## src/rtl/coeff_load_ctrl_if.sv

```systemverilog
//------------------------------------------------------------------------------
// coeff_load_ctrl_if : host handshake and coefficient-RAM write bus
// Revision: 1.0
//------------------------------------------------------------------------------
`default_nettype none

interface coeff_load_ctrl_if;
  logic        iStart;
  logic        iCoeffValid;
  logic [15:0] iCoeffData;
  logic        oCoeffReady;
  logic        oCoeffiUpdateFlag;
  logic        oCsnRam;
  logic        oWrnRam;
  logic [3:0]  oAddrRam;
  logic [5:0]  oNumOfCoeff;
  logic [15:0] oWrDtRam;
  logic        oBusy;
  logic        oDone;

  modport slave (
    input  iStart, iCoeffValid, iCoeffData,
    output oCoeffReady, oCoeffiUpdateFlag, oCsnRam, oWrnRam,
           oAddrRam, oNumOfCoeff, oWrDtRam, oBusy, oDone
  );

  modport master (
    output iStart, iCoeffValid, iCoeffData,
    input  oCoeffReady, oCoeffiUpdateFlag, oCsnRam, oWrnRam,
           oAddrRam, oNumOfCoeff, oWrDtRam, oBusy, oDone
  );
endinterface

`default_nettype wire

```

## src/rtl/coeff_load_ctrl.sv

```systemverilog
//------------------------------------------------------------------------------
// coeff_load_ctrl : loads FIR coefficients from a host into a 4x10 RAM,
//                   zero-padding unused slots. Option: COEFF_SYMMETRIC_EN
// Revision: 1.0
//------------------------------------------------------------------------------
`default_nettype none

module coeff_load_ctrl #(
  parameter int NUM_TAPS  = 33,
  parameter int NUM_SLOTS = 40
) (
  input  logic              iClk_12M,
  input  logic              iRsn,
  coeff_load_ctrl_if.slave  bus
);

`ifdef COEFF_SYMMETRIC_EN
  localparam int HOST_WORDS = (NUM_TAPS + 1) / 2;
  localparam int HW         = (HOST_WORDS > 1) ? $clog2(HOST_WORDS) : 1;
`else
  localparam int HOST_WORDS = NUM_TAPS;
`endif

  localparam logic [5:0] c_taps  = 6'(NUM_TAPS);
  localparam logic [5:0] c_slots = 6'(NUM_SLOTS);
  localparam logic [5:0] c_host  = 6'(HOST_WORDS);

  typedef enum logic [1:0] {
    S_IDLE = 2'd0,
    S_LOAD = 2'd1,
    S_PAD  = 2'd2,
    S_DONE = 2'd3
  } state_t;

  state_t      r_state;
  state_t      w_next;
  logic [5:0]  r_idx;
  logic        w_ready;
  logic        w_issue;
  logic [15:0] w_data;
  logic [5:0]  w_mod;
  logic [3:0]  w_addr;

  logic        r_csn;
  logic        r_wrn;
  logic [3:0]  r_addr;
  logic [5:0]  r_num;
  logic [15:0] r_wdata;

`ifdef COEFF_SYMMETRIC_EN
  logic [15:0] r_half [HOST_WORDS];
  logic [5:0]  w_sel;

  assign w_sel = c_taps - 6'd1 - r_idx;

  always_ff @(posedge iClk_12M) begin
    if (w_ready && bus.iCoeffValid)
      r_half[r_idx[HW-1:0]] <= bus.iCoeffData;
  end
`endif

  assign w_mod  = r_idx % 6'd10;
  assign w_addr = w_mod[3:0] + 4'd1;

  // r_idx is the next slot to be written; a slot is issued on the edge that
  // accepts/generates it, and its registered write appears one cycle later.
  always_comb begin
    w_next  = r_state;
    w_ready = 1'b0;
    w_issue = 1'b0;
    w_data  = 16'h0000;
    case (r_state)
      S_IDLE: begin
        if (bus.iStart)
          w_next = S_LOAD;
      end
      S_LOAD: begin
        if (r_idx < c_host) begin
          w_ready = 1'b1;
          w_issue = bus.iCoeffValid;
          w_data  = bus.iCoeffData;
        end
`ifdef COEFF_SYMMETRIC_EN
        else if (r_idx < c_taps) begin
          w_issue = 1'b1;
          w_data  = r_half[w_sel[HW-1:0]];
        end
`endif
        if (w_issue && (r_idx == c_taps - 6'd1) && (c_taps < c_slots))
          w_next = S_PAD;
        else if (r_idx == c_slots)
          w_next = S_DONE;
      end
      S_PAD: begin
        // The cycle after the last pad issue carries the final write.
        if (r_idx < c_slots)
          w_issue = 1'b1;
        else
          w_next = S_DONE;
      end
      S_DONE: begin
        w_next = S_IDLE;
      end
      default: begin
        w_next = S_IDLE;
      end
    endcase
  end

  always_ff @(posedge iClk_12M or negedge iRsn) begin
    if (!iRsn) begin
      r_state <= S_IDLE;
      r_idx   <= 6'd0;
      r_csn   <= 1'b1;
      r_wrn   <= 1'b1;
      r_addr  <= 4'd0;
      r_num   <= 6'd0;
      r_wdata <= 16'h0000;
    end else begin
      r_state <= w_next;
      if (r_state == S_IDLE)
        r_idx <= 6'd0;
      else if (w_issue)
        r_idx <= r_idx + 6'd1;
      r_csn <= ~w_issue;
      r_wrn <= ~w_issue;
      if (w_issue) begin
        r_num   <= r_idx;
        r_addr  <= w_addr;
        r_wdata <= w_data;
      end
    end
  end

  assign bus.oCoeffReady       = w_ready;
  assign bus.oCoeffiUpdateFlag = (r_state == S_LOAD) || (r_state == S_PAD);
  assign bus.oCsnRam           = r_csn;
  assign bus.oWrnRam           = r_wrn;
  assign bus.oAddrRam          = r_addr;
  assign bus.oNumOfCoeff       = r_num;
  assign bus.oWrDtRam          = r_wdata;
  assign bus.oBusy             = (r_state != S_IDLE);
  assign bus.oDone             = (r_state == S_DONE);

endmodule

`default_nettype wire

```

## src/flat_wrapper.sv

```systemverilog
// flat-port wrapper written by rule: the top's interface ports become plain ports
module coeff_load_ctrl_flat 
#(
  parameter int NUM_TAPS  = 33,
  parameter int NUM_SLOTS = 40
)
  (iClk_12M, iRsn, bus_iStart, bus_iCoeffValid, bus_iCoeffData, bus_oCoeffReady, bus_oCoeffiUpdateFlag, bus_oCsnRam, bus_oWrnRam, bus_oAddrRam, bus_oNumOfCoeff, bus_oWrDtRam, bus_oBusy, bus_oDone);
  coeff_load_ctrl_if bus_i ();
  input  logic iClk_12M;
  input  logic iRsn;
  input wire logic [$bits(bus_i.iStart)-1:0] bus_iStart;
  input wire logic [$bits(bus_i.iCoeffValid)-1:0] bus_iCoeffValid;
  input wire logic [$bits(bus_i.iCoeffData)-1:0] bus_iCoeffData;
  output wire logic [$bits(bus_i.oCoeffReady)-1:0] bus_oCoeffReady;
  output wire logic [$bits(bus_i.oCoeffiUpdateFlag)-1:0] bus_oCoeffiUpdateFlag;
  output wire logic [$bits(bus_i.oCsnRam)-1:0] bus_oCsnRam;
  output wire logic [$bits(bus_i.oWrnRam)-1:0] bus_oWrnRam;
  output wire logic [$bits(bus_i.oAddrRam)-1:0] bus_oAddrRam;
  output wire logic [$bits(bus_i.oNumOfCoeff)-1:0] bus_oNumOfCoeff;
  output wire logic [$bits(bus_i.oWrDtRam)-1:0] bus_oWrDtRam;
  output wire logic [$bits(bus_i.oBusy)-1:0] bus_oBusy;
  output wire logic [$bits(bus_i.oDone)-1:0] bus_oDone;
  assign bus_i.iStart = bus_iStart;
  assign bus_i.iCoeffValid = bus_iCoeffValid;
  assign bus_i.iCoeffData = bus_iCoeffData;
  assign bus_oCoeffReady = bus_i.oCoeffReady;
  assign bus_oCoeffiUpdateFlag = bus_i.oCoeffiUpdateFlag;
  assign bus_oCsnRam = bus_i.oCsnRam;
  assign bus_oWrnRam = bus_i.oWrnRam;
  assign bus_oAddrRam = bus_i.oAddrRam;
  assign bus_oNumOfCoeff = bus_i.oNumOfCoeff;
  assign bus_oWrDtRam = bus_i.oWrDtRam;
  assign bus_oBusy = bus_i.oBusy;
  assign bus_oDone = bus_i.oDone;
  coeff_load_ctrl #(.NUM_TAPS(NUM_TAPS), .NUM_SLOTS(NUM_SLOTS)) u_core (.iClk_12M(iClk_12M), .iRsn(iRsn), .bus(bus_i));
endmodule
```

## config.mk

```make
export PLATFORM = sky130hd
export DESIGN_NAME = coeff_load_ctrl_flat
export DESIGN_NICKNAME = d
export VERILOG_FILES = /design/src/rtl/coeff_load_ctrl_if.sv /design/src/rtl/coeff_load_ctrl.sv /design/src/flat_wrapper.sv
export SDC_FILE = /design/constraint.sdc
export NUM_CORES = 1
export LEC_CHECK = 0
export BUFFER_PORTS_ARGS = -buffer_cell sky130_fd_sc_hd__buf_2
export CAP_MARGIN = 20
export CORE_ASPECT_RATIO = 1.75
export CORE_MARGIN = 5
export CORE_UTILIZATION = 56
export CTS_BUF_LIST = sky130_fd_sc_hd__clkbuf_16
export DETAILED_ROUTE_END_ITERATION = 12
export PLACE_DENSITY = 0.92
export SYNTH_ARGS = -nofsm -noshare
export SYNTH_HDL_FRONTEND = slang
export SYNTH_SLANG_ARGS = --single-unit
```

## constraint.sdc

```tcl
create_clock -name iClk_12M -period 7.9 [get_ports iClk_12M]
set_clock_uncertainty 0.05 [all_clocks]
set_input_delay 0.79 -clock iClk_12M [delete_from_list [all_inputs] [get_ports iClk_12M]]
set_output_delay 0.79 -clock iClk_12M [all_outputs]
set_load 0.05 [all_outputs]
```

==> impl_metrics.ini <==
[pwr]
p_clk_frac = 0.168
vdd_ir_drop_max_v = 0.000282
p_int_mw = 0.504
leakagePower_nw = 1.23
power_density_nw_per_um2 = 467
power.net_switching_mw = 0.568
power_frac_comb = 0.558
switching_share = 0.530
p_total_mw = 1.07
sequentialPowerShare = 0.274

[clock_tree]
clk-insertion-delay-late_ns = 0.27
cts_hold_buffers = 0
clock_path_buffers = 2
cts_tree = built
cts_buffers = 5
htreeDepth = 2
post_cts_buffers = 0
clkTransAtPathRegs_ns = 0.05
ctsResizeCount = 0
root_buffer = clkbuf_16
cts.sinks = 35

[routing]
drcViolationCount = 0
drt_wl_total_mm = 4.54
vias = 1673
drtIter0Drc = 70
viasPerCell = 5.54
ant_nets = 0
wl_per_cell_um = 15.0
first_pass_iters = 4

[setup_path]
crit_arrival_ns = 3.62
critPathKind = flop to flop
cp_cell_sequence = inv_1, ha_1, or4b_4, a21boi_4, nand2_2, a21boi_4, inv_2, o31ai_1
worst_ep_required_time_ns = 8.03
r2r_slack_ns = 4.41
cp_slowest_cell = a21boi_4
worstPathMaxFanout = 34
cp-start-kind = flop
end_kind = flop
path_common_cell = a21boi_4
crit_family = compound AO/OA/AOI/OAI gates
cpPeakStageDelay_ns = 0.60
worst-path-buf-inv = 2

[sta]
slew_headroom = 0.497
setup_viol = 0
tns_ns = 0
worst_slew_pin_slew_ns = 0.755
rsz0062_at_grt = no
fin_crit_sh = 0.442
period_minus_slack_ns = 3.49
hold_viol_final = 0
final-max-slew-violation-count = 0
max_freq_mhz = 286
setup_slack_ns = 4.41

[synth]
syn_nets = 241
synth.distinct_cells = 44
synth_cells = 209
ys_seq_area_frac = 0.461
synth_top_area_share = 0.447
synth_area_per_cell_um2 = 9.11
synth_top_cells_by_area = dfrtp_1 45%, nand2_1 11%, ha_1 7.9%, nand3_1 5.3%, a21boi_4 2.0%
ys_warn_count = 0
syn_area_um2 = 1900
yosys.area.top_type = dfrtp_1
ys_ff_latch = 35

[die]
core_um2 = 3330
die_w_um = 54.1
die_h_um = 87.1
dieArea_um2 = 4710
rows = 28
start_util = 0.572
boundaryPins = 52

[placed_design]
dp_hpwl_mm = 3.15
portBuffers = 51
gp_congestion = 0.826
place_ws_ns = 4.48
dp.cells = 294

[final_layout]
final_common_cell = nand2_1
final_util = 0.690
drive_gt1_frac = 0.261
mostFrequentLayoutCells = 57 x nand2_1, 51 x buf_2, 34 x dfrtp_1
multiInputGateArea_um2 = 940
syn_to_final_growth_pct = 20.6
regArea_um2 = 877
fillers = 255
final_nets = 288
n_antenna_cell = 0
layout.cells.non_filler = 302

[global_route]
grt_antenna_before_repair = 0
grt_pass1_vias = 1517
grt_overflow = 0
grt_max_degree = 36
grt_pass1_wl_mm = 7.04
grt_use_total = 0.202

[min_path]
hold_path_class = flop to flop

[run_status]
status = completed

[flow_run]
maxCapViolCount = 0
==> final timing paths <==
path | from | to | cells after the start
max in group asynchronous | iRsn | u_core.bus.oWrDtRam[11]$_DFFE_PN0P_ | 1
hold / removal | u_core.bus.oWrDtRam[0]$_DFFE_PN0P_ | u_core.bus.oWrDtRam[0]$_DFFE_PN0P_ | 2
hold reg to reg | u_core.bus.oWrDtRam[0]$_DFFE_PN0P_ | u_core.bus.oWrDtRam[0]$_DFFE_PN0P_ | 2
min in group asynchronous | iRsn | u_core.bus.oAddrRam[1]$_DFFE_PN0P_ | 1
setup reg to reg | u_core.r_idx[1]$_DFFE_PN0P_ | u_core.bus.oAddrRam[3]$_DFFE_PN0P_ | 8
setup / recovery | u_core.r_idx[1]$_DFFE_PN0P_ | u_core.bus.oAddrRam[3]$_DFFE_PN0P_ | 8
==> power groups by stage <==
stage                     clock, mW  sequential [mW]  combinational, mW
after floorplan                   0            0.482              0.288
after global placement            0            0.290              0.578
after detailed placement          0            0.294              0.593
after CTS                     0.183            0.292              0.601
after global routing          0.190            0.299              0.640
final                         0.181            0.293              0.598
==> tightest hold or removal path, stage by stage (launching register included) <==
cell and delay [ns]:
dfrtp_1 0.33, nand2_1 0.05, nand2_1 0.05
==> metrics by stage <==
stage               hold slack, ns  cell area (µm²)
floorplan                    0.444             1900
global placement             0.394             2160
detailed placement           0.401             2160
CTS                          0.412             2300
global route                 0.436             2300
finish                       0.407             2300
==> cell usage after synthesis (all sizes together) <==
| library cell | n |
|---|---|
| a211o | 1 |
| a211oi | 4 |
| a21boi | 3 |
| a21oi | 4 |
| a311oi | 1 |
| a31o | 1 |
| a31oi | 1 |
| a32o | 1 |
| a41oi | 1 |
| and2 | 2 |
| and3 | 1 |
| buf | 9 |
| clkbuf | 2 |
| dfrtp | 34 |
| dfstp | 1 |
| ha | 12 |
| inv | 8 |
| mux2 | 2 |
| nand2 | 58 |
| nand2b | 1 |
| nand3 | 20 |
| nand3b | 3 |
| nand4 | 2 |
| nand4b | 1 |
| nor2 | 9 |
| nor2b | 1 |
| nor3 | 1 |
| nor4b | 1 |
| o2111a | 1 |
| o211ai | 1 |
| o21a | 2 |
| o21ai | 8 |
| o21ba | 1 |
| o22ai | 1 |
| o31ai | 2 |
| or2 | 1 |
| or4b | 1 |
| xnor2 | 3 |
| xor2 | 3 |
==> registers in the layout (all words and copies together) (netlist names) <==
register,count
u_core.bus.oNumOfCoeff,6
u_core.r_idx,6
u_core.bus.oAddrRam,4
u_core.r_state,2
u_core.bus.oWrDtRam,16
u_core.bus.oWrnRam,1
==> logic make-up after synthesis <==
logic type               share of synthesized area
flip-flops                                   0.461
buffers and inverters                       0.0460
AO/OA/AOI/OAI                                0.132
multiplexers                                0.0118
XOR/XNOR                                    0.0276
AND/OR/NAND/NOR                              0.243
adder cells (fa/ha/maj)                     0.0788
==> metal layers <==
layer | vias up | wire [µm] | GRT usage
met5 | - | 0 | 0
met4 | 0 | 82 | 0.0816
met3 | 10 | 279 | 0.0360
met2 | 59 | 2440 | 0.362
met1 | 799 | 1740 | 0.226
li1 | 805 | - | -
==> final cells by class <==
type / count / area share
Timing Repair Buffer: 51 / 0.111
Clock inverter: 3 / 0.00545
Clock buffer: 5 / 0.0545
Tap cell: 45 / 0.0245
Sequential cell: 35 / 0.382
Multi-Input combinational cell: 155 / 0.409
Inverter: 8 / 0.0131
Note: power is estimated with default switching activity, not from simulation.
